$ cat config.mk
export PLATFORM = sky130hd
export DESIGN_NAME = dispatch_scheduler_flat
export DESIGN_NICKNAME = d
export VERILOG_FILES = /design/src/rtl/dispatch_scheduler_if.sv /design/src/rtl/dispatch_scheduler.sv /design/src/flat_wrapper.sv
export SDC_FILE = /design/constraint.sdc
export NUM_CORES = 1
export LEC_CHECK = 0
export CAP_MARGIN = 20
export CORE_UTILIZATION = 40
export CTS_CLUSTER_DIAMETER = 30
export DETAILED_ROUTE_END_ITERATION = 10
export PLACE_DENSITY = 0.67
export RECOVER_POWER = 25
export SETUP_SLACK_MARGIN = 0.1
export SYNTH_ARGS = -nofsm -noshare
export SYNTH_HDL_FRONTEND = slang
export SYNTH_SLANG_ARGS = --single-unit
$ cat constraint.sdc
create_clock -name clk -period 6.1 [get_ports clk]
set_input_delay 1.22 -clock clk [delete_from_list [all_inputs] [get_ports clk]]
set_output_delay 1.22 -clock clk [all_outputs]
set_load 0.02 [all_outputs]
$ cat src/rtl/dispatch_scheduler_if.sv
// rtl/dispatch_scheduler_if.sv - instruction/datapath handshake bundle for the dispatch scheduler
interface dispatch_scheduler_if #(
    parameter int WIDTH  = 16,
    parameter int COST_W = 4,
    parameter int DATA_W = 32
);
    logic              in_valid;
    logic [DATA_W-1:0] in_data;
    logic [COST_W-1:0] in_cost;
    logic              in_ready;
    logic [DATA_W-1:0] out_data;
    logic [COST_W-1:0] out_cost;
    logic              out_valid0;
    logic              out_valid1;
    logic              dp0_ready;
    logic              dp1_ready;
    logic              dp0_done;
    logic              dp1_done;
    logic [COST_W-1:0] dp0_done_cost;
    logic [COST_W-1:0] dp1_done_cost;
    logic [WIDTH-1:0]  workload0;
    logic [WIDTH-1:0]  workload1;
    logic              err;

    modport master (
        output in_valid, in_data, in_cost, dp0_ready, dp1_ready,
               dp0_done, dp1_done, dp0_done_cost, dp1_done_cost,
        input  in_ready, out_data, out_cost, out_valid0, out_valid1,
               workload0, workload1, err
    );

    modport slave (
        input  in_valid, in_data, in_cost, dp0_ready, dp1_ready,
               dp0_done, dp1_done, dp0_done_cost, dp1_done_cost,
        output in_ready, out_data, out_cost, out_valid0, out_valid1,
               workload0, workload1, err
    );
endinterface

$ cat src/rtl/dispatch_scheduler.sv
// rtl/dispatch_scheduler.sv - one-entry holding register dispatching to the less-loaded of two datapaths
module dispatch_scheduler #(
    parameter int WIDTH  = 16,
    parameter int COST_W = 4,
    parameter int DATA_W = 32
) (
    input logic                clk,
    input logic                rst,
    dispatch_scheduler_if.slave bus
);
    typedef enum logic {EMPTY, FULL} state_t;

    state_t            state_q;
    logic              tgt_q;
    logic              rr_q;
    logic              err_q;
    logic              ov0_q;
    logic              ov1_q;
    logic [DATA_W-1:0] data_q;
    logic [COST_W-1:0] cost_q;
    logic [WIDTH-1:0]  wl0_q;
    logic [WIDTH-1:0]  wl1_q;

    logic              sel_ready;
    logic              handoff;
    logic              in_ready;
    logic              accept;
    logic              tie;
    logic              pick;
    logic [COST_W-1:0] add0, add1, sub0, sub1;
    logic [WIDTH:0]    wl0_d, wl1_d;

    function automatic logic [WIDTH:0] ext(input logic [COST_W-1:0] x);
        return {{(WIDTH+1-COST_W){1'b0}}, x};
    endfunction

    // Returns {range_error, saturated_value}; add and subtract are netted before clamping.
    function automatic logic [WIDTH:0] upd(input logic [WIDTH-1:0]  cur,
                                           input logic [COST_W-1:0] add,
                                           input logic [COST_W-1:0] sub);
        logic [WIDTH:0] sum;
        sum = {1'b0, cur} + ext(add);
        if (sum < ext(sub)) begin
            return {1'b1, {WIDTH{1'b0}}};
        end
        sum = sum - ext(sub);
        if (sum[WIDTH]) begin
            return {1'b1, {WIDTH{1'b1}}};
        end
        return {1'b0, sum[WIDTH-1:0]};
    endfunction

    always_comb begin
        sel_ready = tgt_q ? bus.dp1_ready : bus.dp0_ready;
        handoff   = (state_q == FULL) && sel_ready;
        in_ready  = !rst && ((state_q == EMPTY) || handoff);
        accept    = bus.in_valid && in_ready;
        tie       = (wl0_q == wl1_q);
        pick      = tie ? rr_q : (wl0_q > wl1_q);
        add0      = (accept && !pick) ? bus.in_cost : '0;
        add1      = (accept &&  pick) ? bus.in_cost : '0;
        sub0      = bus.dp0_done ? bus.dp0_done_cost : '0;
        sub1      = bus.dp1_done ? bus.dp1_done_cost : '0;
        wl0_d     = upd(wl0_q, add0, sub0);
        wl1_d     = upd(wl1_q, add1, sub1);
    end

    always_ff @(posedge clk) begin
        if (rst) begin
            state_q <= EMPTY;
            tgt_q   <= 1'b0;
            rr_q    <= 1'b0;
            err_q   <= 1'b0;
            ov0_q   <= 1'b0;
            ov1_q   <= 1'b0;
            data_q  <= '0;
            cost_q  <= '0;
            wl0_q   <= '0;
            wl1_q   <= '0;
        end else begin
            wl0_q <= wl0_d[WIDTH-1:0];
            wl1_q <= wl1_d[WIDTH-1:0];
            err_q <= err_q | wl0_d[WIDTH] | wl1_d[WIDTH];
            if (accept) begin
                state_q <= FULL;
                data_q  <= bus.in_data;
                cost_q  <= bus.in_cost;
                tgt_q   <= pick;
                ov0_q   <= !pick;
                ov1_q   <= pick;
                if (tie) begin
                    rr_q <= !rr_q;
                end
            end else if (handoff) begin
                state_q <= EMPTY;
                ov0_q   <= 1'b0;
                ov1_q   <= 1'b0;
            end
        end
    end

    assign bus.in_ready   = in_ready;
    assign bus.out_data   = data_q;
    assign bus.out_cost   = cost_q;
    assign bus.out_valid0 = ov0_q;
    assign bus.out_valid1 = ov1_q;
    assign bus.workload0  = wl0_q;
    assign bus.workload1  = wl1_q;
    assign bus.err        = err_q;
endmodule

$ cat src/flat_wrapper.sv
// flat-port wrapper written by rule: the top's interface ports become plain ports
module dispatch_scheduler_flat 
#(
    parameter int WIDTH  = 16,
    parameter int COST_W = 4,
    parameter int DATA_W = 32
)
  (clk, rst, bus_in_valid, bus_in_data, bus_in_cost, bus_dp0_ready, bus_dp1_ready, bus_dp0_done, bus_dp1_done, bus_dp0_done_cost, bus_dp1_done_cost, bus_in_ready, bus_out_data, bus_out_cost, bus_out_valid0, bus_out_valid1, bus_workload0, bus_workload1, bus_err);
  dispatch_scheduler_if #(.WIDTH(WIDTH), .COST_W(COST_W), .DATA_W(DATA_W)) bus_i ();
  input logic clk;
  input logic rst;
  input wire logic [$bits(bus_i.in_valid)-1:0] bus_in_valid;
  input wire logic [$bits(bus_i.in_data)-1:0] bus_in_data;
  input wire logic [$bits(bus_i.in_cost)-1:0] bus_in_cost;
  input wire logic [$bits(bus_i.dp0_ready)-1:0] bus_dp0_ready;
  input wire logic [$bits(bus_i.dp1_ready)-1:0] bus_dp1_ready;
  input wire logic [$bits(bus_i.dp0_done)-1:0] bus_dp0_done;
  input wire logic [$bits(bus_i.dp1_done)-1:0] bus_dp1_done;
  input wire logic [$bits(bus_i.dp0_done_cost)-1:0] bus_dp0_done_cost;
  input wire logic [$bits(bus_i.dp1_done_cost)-1:0] bus_dp1_done_cost;
  output wire logic [$bits(bus_i.in_ready)-1:0] bus_in_ready;
  output wire logic [$bits(bus_i.out_data)-1:0] bus_out_data;
  output wire logic [$bits(bus_i.out_cost)-1:0] bus_out_cost;
  output wire logic [$bits(bus_i.out_valid0)-1:0] bus_out_valid0;
  output wire logic [$bits(bus_i.out_valid1)-1:0] bus_out_valid1;
  output wire logic [$bits(bus_i.workload0)-1:0] bus_workload0;
  output wire logic [$bits(bus_i.workload1)-1:0] bus_workload1;
  output wire logic [$bits(bus_i.err)-1:0] bus_err;
  assign bus_i.in_valid = bus_in_valid;
  assign bus_i.in_data = bus_in_data;
  assign bus_i.in_cost = bus_in_cost;
  assign bus_i.dp0_ready = bus_dp0_ready;
  assign bus_i.dp1_ready = bus_dp1_ready;
  assign bus_i.dp0_done = bus_dp0_done;
  assign bus_i.dp1_done = bus_dp1_done;
  assign bus_i.dp0_done_cost = bus_dp0_done_cost;
  assign bus_i.dp1_done_cost = bus_dp1_done_cost;
  assign bus_in_ready = bus_i.in_ready;
  assign bus_out_data = bus_i.out_data;
  assign bus_out_cost = bus_i.out_cost;
  assign bus_out_valid0 = bus_i.out_valid0;
  assign bus_out_valid1 = bus_i.out_valid1;
  assign bus_workload0 = bus_i.workload0;
  assign bus_workload1 = bus_i.workload1;
  assign bus_err = bus_i.err;
  dispatch_scheduler #(.WIDTH(WIDTH), .COST_W(COST_W), .DATA_W(DATA_W)) u_core (.clk(clk), .rst(rst), .bus(bus_i));
endmodule
[Yosys cells after proc, flatten, opt, wreduce, memory -nomap -nowiden]
Index checks and enable logic that the tools add are counted.
Word-level totals
  register bits after elaboration: 74
  bits in latches: 0
  RAM bits: 0
  bits in read-only memories: 0
  input port bits: 51
  output and inout bits: 72
  memories: 0
Operators by class
  add/sub/neg operators: 4
  $mul: 0
  div/mod/pow operators: 0
  magnitude comparators: 3
  equality and inequality tests: 1
  shift operators: 0
  mux-type cells: 24
  bitwise gates (word level): 3
  reductions and logical operators: 11
Operators by type and width (count)
  two-way mux 17 bit: 8
  adder 16 x 4 -> 17 bit: 2
  less-than comparator 17 x 4 -> 1 bit: 2
  subtractor 17 x 4 -> 17 bit: 2
  == test 16 bit: 1
  > comparator 16 bit: 1
  two-way mux 4 bit: 4
  two-way mux 1 bit: 12
  logical AND 1 bit: 5
  logical NOT 1 bit: 3
  bitwise OR 1 bit: 2
  AND reduction 2 bit: 1
  nonzero test 2 bit: 1
  logical OR 1 bit: 1
  NOT 1 bit: 1

[Longest topological paths before layout]
Gate-level depths: netlist of run 1.
  depth in word-level cells: 15
  gate-level depth with buffers: 25

[Worst setup path after synthesis of run 1]
No wires, ideal clock.
  kind: input to register
  from: input bus_dp1_ready
  to: register u_core.wl0_q[0], in the netlist u_core.bus.workload0[0]
  arrival: 5118 ps
  data required time: 5979 ps
  setup slack: 860 ps
  stages: 20
  cells stage by stage: mux2i_1 > a21oi_1 > and2_1 > clkbuf_1 > nand2_1 > a21oi_1 > ha_1 > a21o_1 > a211oi_1 > nor2_1 > ha_1 > and2_1 > a221oi_4 > o311ai_2 > a211oi_2 > and2_1 > or2_1 > buf_6 > buf_8 > a21oi_1
On the way
  cells in the longest elaborated chain, start to end: 13
  elaborated cells on any way between the ends: 16
  those cells by class: add/sub: 2; order compare: 1; mux: 8; reduce/logical: 5
Ends and longest elaborated chain
  start: declaration: RTL line flat_wrapper.sv:16  | input wire logic [$bits(bus_i.dp1_ready)-1:0] bus_dp1_ready;
  two-way mux 1 bit *: RTL line dispatch_scheduler.sv:54  | sel_ready = tgt_q ? bus.dp1_ready : bus.dp0_ready;
  logical AND 1 bit *: RTL line dispatch_scheduler.sv:55  | handoff = (state_q == FULL) && sel_ready;
  logical OR 1 bit *: RTL line dispatch_scheduler.sv:56  | in_ready = !rst && ((state_q == EMPTY) || handoff);
  logical AND 1 bit *: RTL line dispatch_scheduler.sv:56
  via bus_in_ready: RTL line flat_wrapper.sv:21  | output wire logic [$bits(bus_i.in_ready)-1:0] bus_in_ready;
  logical AND 1 bit *: RTL line dispatch_scheduler.sv:57  | accept = bus.in_valid && in_ready;
  logical AND 1 bit *: RTL line dispatch_scheduler.sv:60  | add0 = (accept && !pick) ? bus.in_cost : '0;
  two-way mux 4 bit *: RTL line dispatch_scheduler.sv:60
  adder 16 x 4 -> 17 bit *: RTL line dispatch_scheduler.sv:42  | sum = {1'b0, cur} + ext(add);
  subtractor 17 x 4 -> 17 bit: RTL line dispatch_scheduler.sv:46  | sum = sum - ext(sub);
  two-way mux 1 bit: RTL line dispatch_scheduler.sv:47  | if (sum[WIDTH]) begin
  two-way mux 1 bit: RTL line dispatch_scheduler.sv:46
  two-way mux 17 bit: RTL line dispatch_scheduler.sv:50  | return {1'b0, sum[WIDTH-1:0]};
  two-way mux 17 bit *: RTL line dispatch_scheduler.sv:46
  end signal: assignment: RTL line dispatch_scheduler.sv:81  | wl0_q <= wl0_d[WIDTH-1:0];
  end: declaration: RTL line dispatch_scheduler.sv:21  | logic [WIDTH-1:0] wl0_q;
The timed path passes the listed nets; every way through them passes the cells marked *. The select of a mux whose other input is x is not followed.
A chain may end at the register's enable or synchronous reset.

[Worst setup path in the final report of run 1]
  from: register u_core.wl1_q[1], in the netlist u_core.bus.workload1[1]
  to: register u_core.wl0_q[0], in the netlist u_core.bus.workload0[0]
On the way
  cells in the longest elaborated chain, start to end: 11
  elaborated cells on any way between the ends: 15
  those cells by class: add/sub: 2; order compare: 2; eq/ne: 1; mux: 8; reduce/logical: 2
Ends and longest elaborated chain
  start: declaration: RTL line dispatch_scheduler.sv:22  | logic [WIDTH-1:0] wl1_q;
  start signal: assignment: RTL line dispatch_scheduler.sv:82  | wl1_q <= wl1_d[WIDTH-1:0];
  > comparator 16 bit or == test 16 bit (tied branches): RTL line dispatch_scheduler.sv:59, dispatch_scheduler.sv:58
  two-way mux 1 bit *: RTL line dispatch_scheduler.sv:59  | pick = tie ? rr_q : (wl0_q > wl1_q);
  logical NOT 1 bit *: RTL line dispatch_scheduler.sv:60
  logical AND 1 bit *: RTL line dispatch_scheduler.sv:60
  two-way mux 4 bit *: RTL line dispatch_scheduler.sv:60
  adder 16 x 4 -> 17 bit *: RTL line dispatch_scheduler.sv:42
  subtractor 17 x 4 -> 17 bit: RTL line dispatch_scheduler.sv:46
  two-way mux 1 bit: RTL line dispatch_scheduler.sv:47
  two-way mux 1 bit: RTL line dispatch_scheduler.sv:46
  two-way mux 17 bit: RTL line dispatch_scheduler.sv:50
  two-way mux 17 bit *: RTL line dispatch_scheduler.sv:46
Mark *: on every way between the ends. The rest lies on a longest branch, timed or not. The select of a mux whose other input is x is not followed.

==> results.json, run 1 <==
{
  "avgRoutedWirePerCell_um": 15.5,
  "drt_drc_violations_left": 0,
  "cts.root.buffer_cell": "clkbuf_16",
  "die_h_um": 113,
  "dpl_worst_slack_ps": 179,
  "routed_wl_um": 13800,
  "core_area_um2": 12100,
  "synth.lib_cells_used.distinct": 68,
  "synth.net_count": 693,
  "run_status": "finished, final reports clean",
  "maxCapViolCount": 0,
  "start_util_pct": 41.2,
  "maximum_count_of_clock_buffers_along_a_single_path": 2,
  "power-per-cell-area_nw_per_um2": 452,
  "syn_area_per_cell_um2": 8.20,
  "ioPinCount": 123,
  "p_sw_mw": 1.29,
  "final_common_cell": "nand2_1",
  "detailed_place_hpwl_um": 10400,
  "cts_sinks": 74,
  "worstSkewPairLatency_ps": 340,
  "ys_dominant_reg_cell": "dfxtp_1",
  "ys_seq_area_share_pct": 29.8,
  "comb_power_share_pct": 56.6,
  "timing.final.crit_share_pct": 91.1,
  "critical_path_required_ps": 6320,
  "criticalPathCategory": "register to register",
  "fin_nets": 808,
  "worst_setup_path_start_kind": "register",
  "hold_buf_cts": 0,
  "clockPowerShare_pct": 19.0,
  "timing.max_slew.rel_slack_pct": 4.93,
  "report.final.setup_viol": 0,
  "pwr-share-seq_pct": 24.4,
  "post-layout-total-power_mw": 2.99,
  "drt_first_pass_iters": 5,
  "grt_max_degree": 40,
  "finalHoldViolCount": 0,
  "dieWidth_um": 113,
  "power.ir.vdd_worst_uv": 186,
  "floorplan.die_area_um2": 12900,
  "slew_violations": 0,
  "clock_edge_transition_at_the_registers_on_the_reported_setup_and_hold_paths_ps": 60,
  "synth.cell_area_um2": 4970,
  "synth.ff_latch_count": 74,
  "floorplan.rows": 40,
  "rsz0062_at_grt": "false",
  "synth_edf_count": 0,
  "h_tree_depth_reported_by_cts": 3,
  "layout-drive-gt1-share_pct": 8.55,
  "critical_path.max_fanout": 16,
  "port_buffers": 122,
  "layout.cells.most_common_list": "nand2_1 (100), clkdlybuf4s50_1 (90), dfxtp_1 (74), a21oi_1 (48)",
  "cts_tree": "done",
  "route.vias.total": 4837,
  "tns_ps": 0,
  "crit_path_end_kind": "register",
  "grt_antenna_before_repair": 0,
  "grt_first_pass_wirelength_um": 22400,
  "n_antenna_cell": 0,
  "gpl_congestion": 0.886,
  "grtUsageTotal_pct": 21.6,
  "detail_route.vias_per_cell": 5.42,
  "asyncSetResetFlopFracSynth_pct": 0,
  "yosys_warnings": 0,
  "worstHoldPathType": "register to register",
  "first_global_vias": 4581,
  "switching_share_pct": 43.2,
  "fmax_mhz": 180,
  "period_needed_ps": 5550,
  "internal_power_mw": 1.70,
  "syn2layout_area_growth_pct": 33.2,
  "post_route_ant_nets": 0,
  "drtIter0Drc": 284,
  "cp_data_arrival_time_ps": 5770,
  "skew_ps": 9.68,
  "synthesis.instances": 606,
  "final.setup.worst_slack_ps": 546,
  "number_of_buffers_added_by_the_clock_tree_synthesis_step": 9,
  "remaining_global_route_overflow": 0,
  "least_margin_pin_slew_ps": 1430,
  "power_leakage_nw": 2.76
}
==> worst max-delay path: stages, from the launching register on <==
cell and delay, ps:
dfxtp_1 440, inv_1 80, ha_1 310, nor2b_1 140, o21a_1 160, o21a_1 160
o21a_1 160, o21ai_0 180, a211oi_1 150, or3_1 490, a21oi_2 240, ha_1 310
a21o_1 200, a211oi_1 250, nor2_1 100, ha_1 350, and2_1 180, a221oi_4 340
o311ai_2 230, a211oi_2 320, and2_1 220, or2_1 100, buf_4 260, a21oi_1 60
==> per-layer routing <==
layer	global-route usage, %	routed length (um)
met3	2.71	824
met2	36.4	6430
met5	0	0
met4	8.42	252
met1	28.1	6300
==> cells by family after synthesis <==
logic type,after synthesis,synth area share (%)
compound gates,128,19.1
xor+xnor,41,7.22
fa+ha+maj,36,9.67
buf+inv,58,5.71
flops,74,29.8
mux,8,1.61
simple gates,261,26.9
==> stage by stage <==
step	instance area [um2]	std cells	hold WS, ps	util [%]
after floorplan	4970	606	459	-
after global placement	6280	875	442	52.1
after detailed placement	6280	875	445	52.1
after CTS	6600	890	456	54.7
after global routing	6620	893	475	54.9
final	6620	893	453	54.9
==> Yosys cell counts, types with 11 or more instances <==
library cell,instances,share of area (%)
a21oi_1,49,4.9
nand3_1,23,2.3
inv_1,29,2.2
nand2_1,100,7.6
a21oi_2,11,1.9
nand3b_1,29,4.4
xnor2_1,27,4.8
nor3_1,21,2.1
xor2_1,14,2.5
dfxtp_1,74,30
ha_1,32,8.1
nor2_1,28,2.1
clkbuf_1,12,0.91
==> final timing paths <==
check	from	endpoint	slack (ps)	cells past startpoint
hold reg to reg	u_core.bus.out_data[6]	u_core.bus.out_data[6]	450	2
setup reg to reg	u_core.bus.workload1[1]	u_core.bus.workload0[0]	550	23
hold / removal	u_core.bus.out_data[6]	u_core.bus.out_data[6]	450	2
setup / recovery	u_core.bus.workload1[1]	u_core.bus.workload0[0]	550	23
==> registers in the layout (all words and copies together) (netlist names) <==
name,count
u_core.bus.workload0,16
u_core.bus.out_cost,4
u_core.bus.out_valid0,1
u_core.bus.out_valid1,1
u_core.rr_q,1
u_core.bus.err,1
u_core.bus.out_data,32
u_core.state_q,1
u_core.bus.workload1,16
u_core.tgt_q,1
==> power groups by stage <==
stage | Combinational (mW) | Clock [mW] | Sequential [mW]
final | 1.70 | 0.568 | 0.731
after global routing | 1.86 | 0.601 | 0.749
after CTS | 1.68 | 0.580 | 0.732
after detailed placement | 1.67 | 0 | 0.741
after global placement | 1.63 | 0 | 0.737
after floorplan | 1.14 | 0 | 0.806
==> what timing repair did <==
action / 4_1_cts / 5_1_grt
endpoints found under the setup margin: 0 / 31
gates resized for setup: 0 / 2
hold endpoints to repair: 0 / 0
buffers inserted: 0 / 3
==> final cells by class <==
cell class                      count  area, um2
Tap cell                          168        210
Fill cell                        1107       5440
Clock inverter                      6       90.1
Inverter                           31        116
Multi-Input combinational cell    474       3210
Timing Repair Buffer              131       1280
Sequential cell                    74       1480
Clock buffer                        9        225
(Power assumes the default switching activity.)
==> run 2, diff against run 1 <==
--- a/config.mk
+++ b/config.mk
@@ -9,7 +9,7 @@
 export CORE_UTILIZATION = 40
 export CTS_CLUSTER_DIAMETER = 30
 export DETAILED_ROUTE_END_ITERATION = 10
-export PLACE_DENSITY = 0.67
+export PLACE_DENSITY = 0.72
 export RECOVER_POWER = 25
 export SETUP_SLACK_MARGIN = 0.1
 export SYNTH_ARGS = -nofsm -noshare
==> constraint.sdc (replaced) <==
create_clock -name clk -period 5.25 [get_ports clk]
set_input_delay 1.05 -clock clk [delete_from_list [all_inputs] [get_ports clk]]
set_output_delay 1.05 -clock clk [all_outputs]
set_load 0.02 [all_outputs]
==> results.json, run 2 (synthesis gave the netlist of run 1 again) <==
{
  "post-layout-total-power_mw": 3.67,
  "place.detailed.instances": 906,
  "slew_violations": 0,
  "tns_ps": 0,
  "fmax_mhz": 202,
  "layout-drive-gt1-share_pct": 13.5,
  "grt_first_pass_wirelength_um": 23000,
  "filler_cell_count": 1092,
  "detailed_place_hpwl_um": 11000,
  "die_h_um": 113,
  "worstSkewPairLatency_ps": 340,
  "report.final.setup_viol": 0,
  "cts.root.buffer_cell": "clkbuf_16",
  "timing.max_slew.rel_slack_pct": 8.76,
  "route.vias.total": 4924,
  "design_area_um2": 6950,
  "maximum_count_of_clock_buffers_along_a_single_path": 2,
  "hold-worst-slack_ps": 457,
  "drt_first_pass_iters": 4,
  "finalHoldViolCount": 0,
  "critical_path.max_fanout": 8,
  "run_status": "finished, final reports clean",
  "criticalPathCategory": "register to register",
  "floorplan.die_area_um2": 12900,
  "final_common_cell": "nand2_1",
  "maxCapViolCount": 0,
  "number_of_buffers_added_by_the_clock_tree_synthesis_step": 9,
  "n_antenna_cell": 0,
  "post_route_ant_nets": 0,
  "drt_drc_violations_left": 0,
  "grt_antenna_before_repair": 0,
  "final-instance-count-excl-fill": 923,
  "first_global_vias": 4655,
  "timing.final.crit_share_pct": 94.1,
  "core_area_um2": 12100,
  "critical_path_required_ps": 5470,
  "grtUsageTotal_pct": 22.3,
  "gpl_congestion": 0.931,
  "power_leakage_nw": 2.93,
  "skew_ps": 4.21,
  "least_margin_pin_slew_ps": 1370,
  "rsz0062_at_grt": "true",
  "crit_path_end_kind": "register",
  "dieWidth_um": 113,
  "drtIter0Drc": 320,
  "floorplan.rows": 40,
  "syn2layout_area_growth_pct": 39.8,
  "period_needed_ps": 4940,
  "worstHoldPathType": "register to register",
  "cts_tree": "done",
  "avgRoutedWirePerCell_um": 15.3,
  "placedInstanceArea_um2": 6540,
  "start_util_pct": 41.2,
  "grt_max_degree": 40,
  "ioPinCount": 123,
  "cp_data_arrival_time_ps": 5150,
  "layout.cells.most_common_list": "nand2_1 (100), clkdlybuf4s50_1 (87), dfxtp_1 (74), a21oi_1 (46), dlygate4sd3_1 (35)",
  "detail_route.vias_per_cell": 5.33,
  "h_tree_depth_reported_by_cts": 3,
  "port_buffers": 122,
  "power-per-cell-area_nw_per_um2": 529,
  "clock_edge_transition_at_the_registers_on_the_reported_setup_and_hold_paths_ps": 60,
  "hold_buf_cts": 0,
  "max_reg_flops": 32,
  "routed_wl_um": 14100,
  "remaining_global_route_overflow": 0,
  "worst_setup_path_start_kind": "register",
  "power.ir.vdd_worst_uv": 208,
  "cts_sinks": 74,
  "fin_nets": 838
}
run 2: changes by cell type in the layout (fill, tap and decap cells not counted), sizes merged, moves of 3 or more:
cell           before  now
clkbuf             10   13
dlygate4sd3        32   35
buf                 8   38
clkdlybuf4s50      90   87
run 2: where the power goes:
part | internal, mW | switching (mW)
Clock | 0.377 | 0.227
Sequential | 0.689 | 0.148
Combinational | 1.05 | 1.18
Total | 2.12 | 1.55
run 2: path summary, 6_finish.rpt:
kind | from | to | slack [ps] | depth (start not counted)
worst min register to register | u_core.bus.out_data[8] | u_core.bus.out_data[8] | 460 | 2
worst min-delay path | u_core.bus.out_data[8] | u_core.bus.out_data[8] | 460 | 2
worst max-delay path | u_core.bus.workload1[1] | u_core.bus.workload0[14] | 310 | 21
worst max register to register | u_core.bus.workload1[1] | u_core.bus.workload0[14] | 310 | 21
run 2: area by class of cell:
cell class | instances | area [um2] | area share [%]
clock buffer | 12 | 246 | 3.55
clock inverter | 3 | 40.0 | 0.576
inverter | 31 | 116 | 1.67
multi-input combinational | 474 | 3310 | 47.7
sequential | 74 | 1480 | 21.3
tap | 168 | 210 | 3.02
timing repair buffer | 161 | 1540 | 22.2
run 2: worst max-delay path, cell delays in order, from the launching register on:
cell	delay [ps]
dfxtp_1	360
inv_1	50
ha_1	300
nor2b_1	130
o21a_1	160
o21a_1	160
o21a_1	150
o21ai_0	150
a211oi_1	140
or3_4	400
a21oi_2	220
ha_4	200
fa_1	480
ha_1	330
a21o_1	230
a221oi_4	310
o311ai_4	170
a211oi_2	310
and2_4	210
or2_1	150
buf_6	160
a31oi_1	50
run 2: what timing repair did:
item | 4_1_cts | 5_1_grt
endpoints found under the setup margin | 18 | 33
gates resized for setup | 3 | 18
setup buffers | 0 | 2
pin swaps | 0 | 7
run 2: metal layers:
metal  routed length, um  part of all wire, %  vias to the layer above  GRT usage, %
met5                   0                    0                        -             0
met4                 202                  1.4                        0          7.11
met3                 903                  6.4                       17          4.68
met2                6710                   48                      171          38.1
met1                6270                   44                     2309          28.1
li1                    -                    -                     2427             -
run 2: through the flow:
step           setup WS [ps]  util [%]
3_3_place_gp           -72.4      54.2
4_1_cts                  104      56.7
3_5_place_dp            -162      54.2
5_1_grt                 36.9      57.6
6_report                 311      57.6
2_1_floorplan            180         -
